## config.mk

```make
export PLATFORM = sky130hd
export DESIGN_NAME = sens_fifo_ctrl
export DESIGN_NICKNAME = d
export VERILOG_FILES = /design/src/rtl/sens_fifo_ctrl.sv
export SDC_FILE = /design/constraint.sdc
export NUM_CORES = 1
export LEC_CHECK = 0
export CORE_MARGIN = 1
export CORE_UTILIZATION = 46
export DETAILED_ROUTE_END_ITERATION = 10
export DONT_BUFFER_PORTS = 1
export GPL_TIMING_DRIVEN = 0
export PLACE_DENSITY = 0.7
export SLEW_MARGIN = 20
export SYNTH_ARGS = -nofsm -noshare
export SYNTH_HDL_FRONTEND = slang
export SYNTH_SLANG_ARGS = --single-unit
```

## constraint.sdc

```tcl
create_clock -name clk -period 4 [get_ports clk]
set_input_delay 0.4 -clock clk [delete_from_list [all_inputs] [get_ports clk]]
set_output_delay 0.4 -clock clk [all_outputs]
set_load 0.1 [all_outputs]
```

## src/rtl/sens_fifo_ctrl.sv

```systemverilog
// sens_fifo_ctrl: gates AFE samples into the streaming FIFO, serves I2C
// data-register reads by popping it, drains it on flush, and keeps
// level / watermark / overflow / underflow status.
module sens_fifo_ctrl #(
  parameter int DATA_WIDTH = 8,
  parameter int DEPTH      = 64,
  parameter int ADDR_WIDTH = 6
) (
  input  logic                  clk,
  input  logic                  rst,
  input  logic                  sens_data_val,
  input  logic [DATA_WIDTH-1:0] sens_data,
  input  logic                  cfg_en,
  input  logic                  cfg_flush,
  input  logic                  cfg_clr_stat,
  input  logic [ADDR_WIDTH:0]   cfg_wmark,
  input  logic                  host_rd_req,
  output logic [DATA_WIDTH-1:0] host_rd_data,
  output logic                  host_rd_valid,
  output logic                  fifo_wr_en,
  output logic [DATA_WIDTH-1:0] fifo_wr_data,
  output logic                  fifo_rd_en,
  input  logic [DATA_WIDTH-1:0] fifo_rd_data,
  input  logic                  fifo_full,
  input  logic                  fifo_empty,
  output logic [ADDR_WIDTH:0]   level,
  output logic                  wmark_irq,
  output logic                  ovf_flag,
  output logic [7:0]            ovf_cnt,
  output logic                  udf_flag,
  output logic                  busy
);

  typedef enum logic [1:0] {
    ST_IDLE  = 2'd0,
    ST_RD    = 2'd1,
    ST_CAPT  = 2'd2,
    ST_FLUSH = 2'd3
  } state_t;

  localparam logic [ADDR_WIDTH:0] LVL_MAX = (ADDR_WIDTH+1)'(DEPTH);

  state_t                r_state;
  logic                  r_flush_pend;
  logic [DATA_WIDTH-1:0] r_host_rd_data;
  logic                  r_host_rd_valid;
  logic [ADDR_WIDTH:0]   r_level;
  logic                  r_wmark_irq;
  logic                  r_ovf_flag;
  logic [7:0]            r_ovf_cnt;
  logic                  r_udf_flag;

  logic w_wr_en;
  logic w_rd_en;
  logic w_flush_go;
  logic w_ovf_evt;
  logic w_udf_evt;

  // Strobes and status events decoded from the current state and inputs
  always_comb begin
    w_flush_go = cfg_flush | r_flush_pend;
    w_wr_en    = ~rst & sens_data_val & cfg_en & ~fifo_full & (r_state != ST_FLUSH);
    w_rd_en    = ~rst & ((r_state == ST_RD) | ((r_state == ST_FLUSH) & ~fifo_empty));
    w_ovf_evt  = ~rst & sens_data_val & cfg_en & fifo_full;
    w_udf_evt  = ~rst & (r_state == ST_IDLE) & ~w_flush_go & host_rd_req & fifo_empty;
  end

  // Read / flush state machine; a flush requested mid-read is parked in
  // r_flush_pend and taken from IDLE once the read has delivered its word
  always_ff @(posedge clk) begin
    if (rst) begin
      r_state         <= ST_IDLE;
      r_flush_pend    <= 1'b0;
      r_host_rd_data  <= '0;
      r_host_rd_valid <= 1'b0;
    end else begin
      r_host_rd_valid <= 1'b0;
      case (r_state)
        ST_IDLE: begin
          if (w_flush_go) begin
            r_state <= ST_FLUSH;
          end else if (host_rd_req) begin
            if (!fifo_empty) begin
              r_state <= ST_RD;
            end else begin
              r_host_rd_data  <= '0;
              r_host_rd_valid <= 1'b1;
            end
          end
        end
        ST_RD: begin
          if (cfg_flush) r_flush_pend <= 1'b1;
          r_state <= ST_CAPT;
        end
        ST_CAPT: begin
          if (cfg_flush) r_flush_pend <= 1'b1;
          r_host_rd_data  <= fifo_rd_data;
          r_host_rd_valid <= 1'b1;
          r_state         <= ST_IDLE;
        end
        ST_FLUSH: begin
          // rd_en is ~fifo_empty here, so empty also means nothing is in flight
          if (fifo_empty) begin
            r_flush_pend <= 1'b0;
            r_state      <= ST_IDLE;
          end
        end
        default: r_state <= ST_IDLE;
      endcase
    end
  end

  // Occupancy tracking; simultaneous push and pop cancel out
  always_ff @(posedge clk) begin
    if (rst) begin
      r_level <= '0;
    end else if (w_wr_en && !w_rd_en && (r_level != LVL_MAX)) begin
      r_level <= r_level + 1'b1;
    end else if (w_rd_en && !w_wr_en && (r_level != '0)) begin
      r_level <= r_level - 1'b1;
    end
  end

  // Watermark interrupt from the registered level
  always_ff @(posedge clk) begin
    if (rst) begin
      r_wmark_irq <= 1'b0;
    end else begin
      r_wmark_irq <= (cfg_wmark != '0) && (r_level >= cfg_wmark);
    end
  end

  // Overflow status; a new drop in the clear cycle wins and restarts the count at 1
  always_ff @(posedge clk) begin
    if (rst) begin
      r_ovf_flag <= 1'b0;
      r_ovf_cnt  <= '0;
    end else if (w_ovf_evt) begin
      r_ovf_flag <= 1'b1;
      if (cfg_clr_stat)          r_ovf_cnt <= 8'd1;
      else if (r_ovf_cnt != '1)  r_ovf_cnt <= r_ovf_cnt + 8'd1;
    end else if (cfg_clr_stat) begin
      r_ovf_flag <= 1'b0;
      r_ovf_cnt  <= '0;
    end
  end

  // Underflow status; event wins over clear
  always_ff @(posedge clk) begin
    if (rst) begin
      r_udf_flag <= 1'b0;
    end else if (w_udf_evt) begin
      r_udf_flag <= 1'b1;
    end else if (cfg_clr_stat) begin
      r_udf_flag <= 1'b0;
    end
  end

  assign fifo_wr_en    = w_wr_en;
  assign fifo_wr_data  = sens_data;
  assign fifo_rd_en    = w_rd_en;
  assign host_rd_data  = r_host_rd_data;
  assign host_rd_valid = r_host_rd_valid;
  assign level         = r_level;
  assign wmark_irq     = r_wmark_irq;
  assign ovf_flag      = r_ovf_flag;
  assign ovf_cnt       = r_ovf_cnt;
  assign udf_flag      = r_udf_flag;
  assign busy          = (r_state != ST_IDLE);

endmodule
```

==> summary.txt <==
result of the run: completed
vias in the first global route: 1332
first-pass GRT wire length: 5.844 mm
cell accounting for the most synthesized area: sky130_fd_sc_hd__dfxtp_1
Mapped Cells: 209
async set-or-reset flop fraction in the synthesized netlist: 0%
period utilisation layout: 89.27%
final number of max-transition violations: 0
crit path launch type: flip-flop
last weighted congestion value of the routability-driven placer: 0.7906
crit path time final: 3.571 ns
insertion delay to the later sink of the worst-skew pair: 0.27 ns
distinct cell type count of the synthesized netlist: 47
clock slew at reported path FFs: 0.07 ns
TritonCTS sink count: 30
detailed placement HPWL: 2.725 mm
category of the most critical setup path: reg -> reg
highest fanout seen on the critical path: 7
fraction of post-synthesis cell area in the top cell type by area: 32.41%
initial antenna violation count: 0
DRC violations left: 0
type of the worst min-delay path: in -> reg
IO Port Bufs: 0
number of CTS-inserted buffers: 5
Final Hold Vio Count: 0
summed negative setup slack over all endpoints: 0 ns
Total Routing Usage GR: 17.96%
number of synthesized flops with an enable pin: 0
number of hold buffers added after CTS: 0
Seq cells post-synth: 30
Core Region: 3771 sq um
highest clock frequency the design can meet: 0.2801 GHz
WL per Instance: 13.92 um
RSZ-0062 raised after global routing: false
synthesized area divided by synthesized cell count: 8.866 sq um
cell area after synthesis: 1853 sq um
First-pass DRT Iterations: 4
final number of setup-violating endpoints: 0
ANT nets after route: 0
count of inserted antenna diode cells: 0
share of cells above drive strength 1: 13.43%
post-CTS setup-driven buffer insertion count: 0
PwrDens: 737.1 nW/um^2
Most used DFF post-synth: sky130_fd_sc_hd__dfxtp_1
Post-Route WL: 3.674 mm
relative slew slack: 22.23%
skew final: 0.003733 ns
starting density of the core: 49.14%
Syn-to-layout area delta: 8.170%
reported leakage power: 0.0008639 uW
number of resized instances in the post-cts repair step: 0
root buffer cell: sky130_fd_sc_hd__clkbuf_8
buffer levels on the longest clock path: 2
setup ws final: 0.4293 ns
sequential fraction of the synthesis area: 32.41%
DIE HEIGHT: 65.47 um
Die Footprint: 4286 sq um
number of nets in the final layout: 267
Synth Warn #: 0
critical path arrival: 3.74 ns
data required time of the worst path: 4.17 ns
grt total ovfl: 0
Max-cap violations: 0
die boundary width: 65.47 um
kind of capture point of the worst setup path: flip-flop
number of levels the H-tree was split into: 2
FF+latch area: 601.8 sq um
# fillers: 349
leading post-synthesis cells by cell area: sky130_fd_sc_hd__dfxtp_1 32%, sky130_fd_sc_hd__ha_1 12%, sky130_fd_sc_hd__nor2_1 5.9%
Setup Slack @ Placement: 0.2900 ns
area of the multi-input gates: 1126 sq um
clock tree from TritonCTS: yes
Worst Tran Pin Value: 1.165 ns
violation count after the first detailed-route iteration: 65
most used standard cell by instance count after synthesis: sky130_fd_sc_hd__dfxtp_1
number of placement rows: 22
Net Count, Synth: 260
routed vias: 1488
most instantiated cells after synthesis: 30 x sky130_fd_sc_hd__dfxtp_1, 29 x sky130_fd_sc_hd__nor2_1, 18 x sky130_fd_sc_hd__ha_1
I/O Pins: 70
Via density: 5.636
maximum number of pins on one net before global-route repair: 11
maximum vdd ir drop: 0.3656 mV
-- through the flow --
stage	area, sq um	util (%)	cells	power [uW]	hold WS, ns
4_1_cts	1997	52.95	264	1484	0.2831
6_report	2004	53.15	264	1477	0.2927
2_1_floorplan	1853	-	209	1166	0.4881
3_3_place_gp	1913	50.73	257	1240	0.5117
5_1_grt	2004	53.15	264	1574	0.2810
3_5_place_dp	1918	50.86	257	1248	0.5252
-- layer usage --
metal  track usage (%)  vias up  part of all wire, %
met1             23.29      674                   48
li1                  -      760                    -
met2             27.45       52                   46
met5                 0        -                    0
met4             6.522        0                 0.63
met3             6.076        2                  5.7
-- path summary, 6_finish.rpt --
kind                                           startpoint                         to  slack (ns)  depth (start not counted)
worst min-delay path                         cfg_clr_stat    ovf_cnt[0]$_SDFFE_PP0P_        0.29                          2
worst min register to register  r_flush_pend$_SDFFE_PP0P_  r_flush_pend$_SDFFE_PP0P_        0.53                          2
worst max-delay path                level[1]$_SDFFE_PP0P_      level[6]$_SDFFE_PP0P_        0.43                          9
worst max register to register      level[1]$_SDFFE_PP0P_      level[6]$_SDFFE_PP0P_        0.43                          9
-- cells by family after synthesis --
family | after synthesis | share of synthesized area [%]
simple gates | 72 | 19.31
compound gates | 50 | 20.86
flops | 30 | 32.41
buf+inv | 26 | 7.428
fa+ha+maj | 19 | 13.23
xor+xnor | 6 | 2.836
mux | 6 | 3.916
-- cell type report --
cell class | count | area share [%]
Clock inverter | 2 | 0.4994
Sequential cell | 30 | 30.02
Clock buffer | 5 | 3.433
Tap cell | 48 | 2.996
Buffer | 12 | 4.120
Inverter | 14 | 2.747
Multi-Input combinational cell | 153 | 56.18
-- state kept, by name, summed over array words and instances, names as in the netlist --
| register | count |
|---|---|
| host_rd_valid | 1 |
| ovf_flag | 1 |
| wmark_irq | 1 |
| ovf_cnt | 8 |
| udf_flag | 1 |
| level | 7 |
| r_flush_pend | 1 |
| r_state | 2 |
| host_rd_data | 8 |
-- layout by cell type, fill, tap and decap left out, types with 2 or more instances in the layout --
cell type,netlist,layout
sky130_fd_sc_hd__o21ai_0,5,5
sky130_fd_sc_hd__nand4_1,2,2
sky130_fd_sc_hd__nor2_1,29,27
sky130_fd_sc_hd__nand2b_1,3,3
sky130_fd_sc_hd__nor2_2,0,2
sky130_fd_sc_hd__nor3_1,5,5
sky130_fd_sc_hd__mux2i_1,5,5
sky130_fd_sc_hd__xor2_1,4,4
sky130_fd_sc_hd__buf_4,8,8
sky130_fd_sc_hd__nor3b_1,2,2
sky130_fd_sc_hd__clkbuf_1,2,2
sky130_fd_sc_hd__a41oi_1,2,2
sky130_fd_sc_hd__inv_1,13,13
sky130_fd_sc_hd__nand2_1,12,12
sky130_fd_sc_hd__dfxtp_1,30,29
sky130_fd_sc_hd__a31oi_1,5,5
sky130_fd_sc_hd__ha_1,18,18
sky130_fd_sc_hd__a22oi_1,9,9
sky130_fd_sc_hd__nand3_1,7,7
sky130_fd_sc_hd__clkbuf_8,0,5
sky130_fd_sc_hd__a21oi_1,10,10
sky130_fd_sc_hd__clkinv_2,0,2
sky130_fd_sc_hd__a21o_1,4,4
sky130_fd_sc_hd__xnor2_1,2,2
sky130_fd_sc_hd__a211oi_1,4,4
sky130_fd_sc_hd__o21bai_1,2,2
sky130_fd_sc_hd__or2_2,2,2
-- where the power goes --
group / leakage [uW] / internal [uW] / switching, uW
clock: 0.0000438 / 117 / 111
combinational: 0.000576 / 224 / 349
sequential: 0.000244 / 352 / 325
-- critical path, stage by stage (launching register included) --
cell and delay, ns:
sky130_fd_sc_hd__dfxtp_1 1.09, sky130_fd_sc_hd__nor4_2 0.19, sky130_fd_sc_hd__nand3_1 0.21, sky130_fd_sc_hd__nand2_1 0.24
sky130_fd_sc_hd__fa_1 0.50, sky130_fd_sc_hd__a211oi_1 0.24, sky130_fd_sc_hd__o21bai_1 0.13, sky130_fd_sc_hd__a21oi_1 0.20
sky130_fd_sc_hd__mux4_2 0.50, sky130_fd_sc_hd__and2_1 0.16
Note: power is estimated with default switching activity, not from simulation.
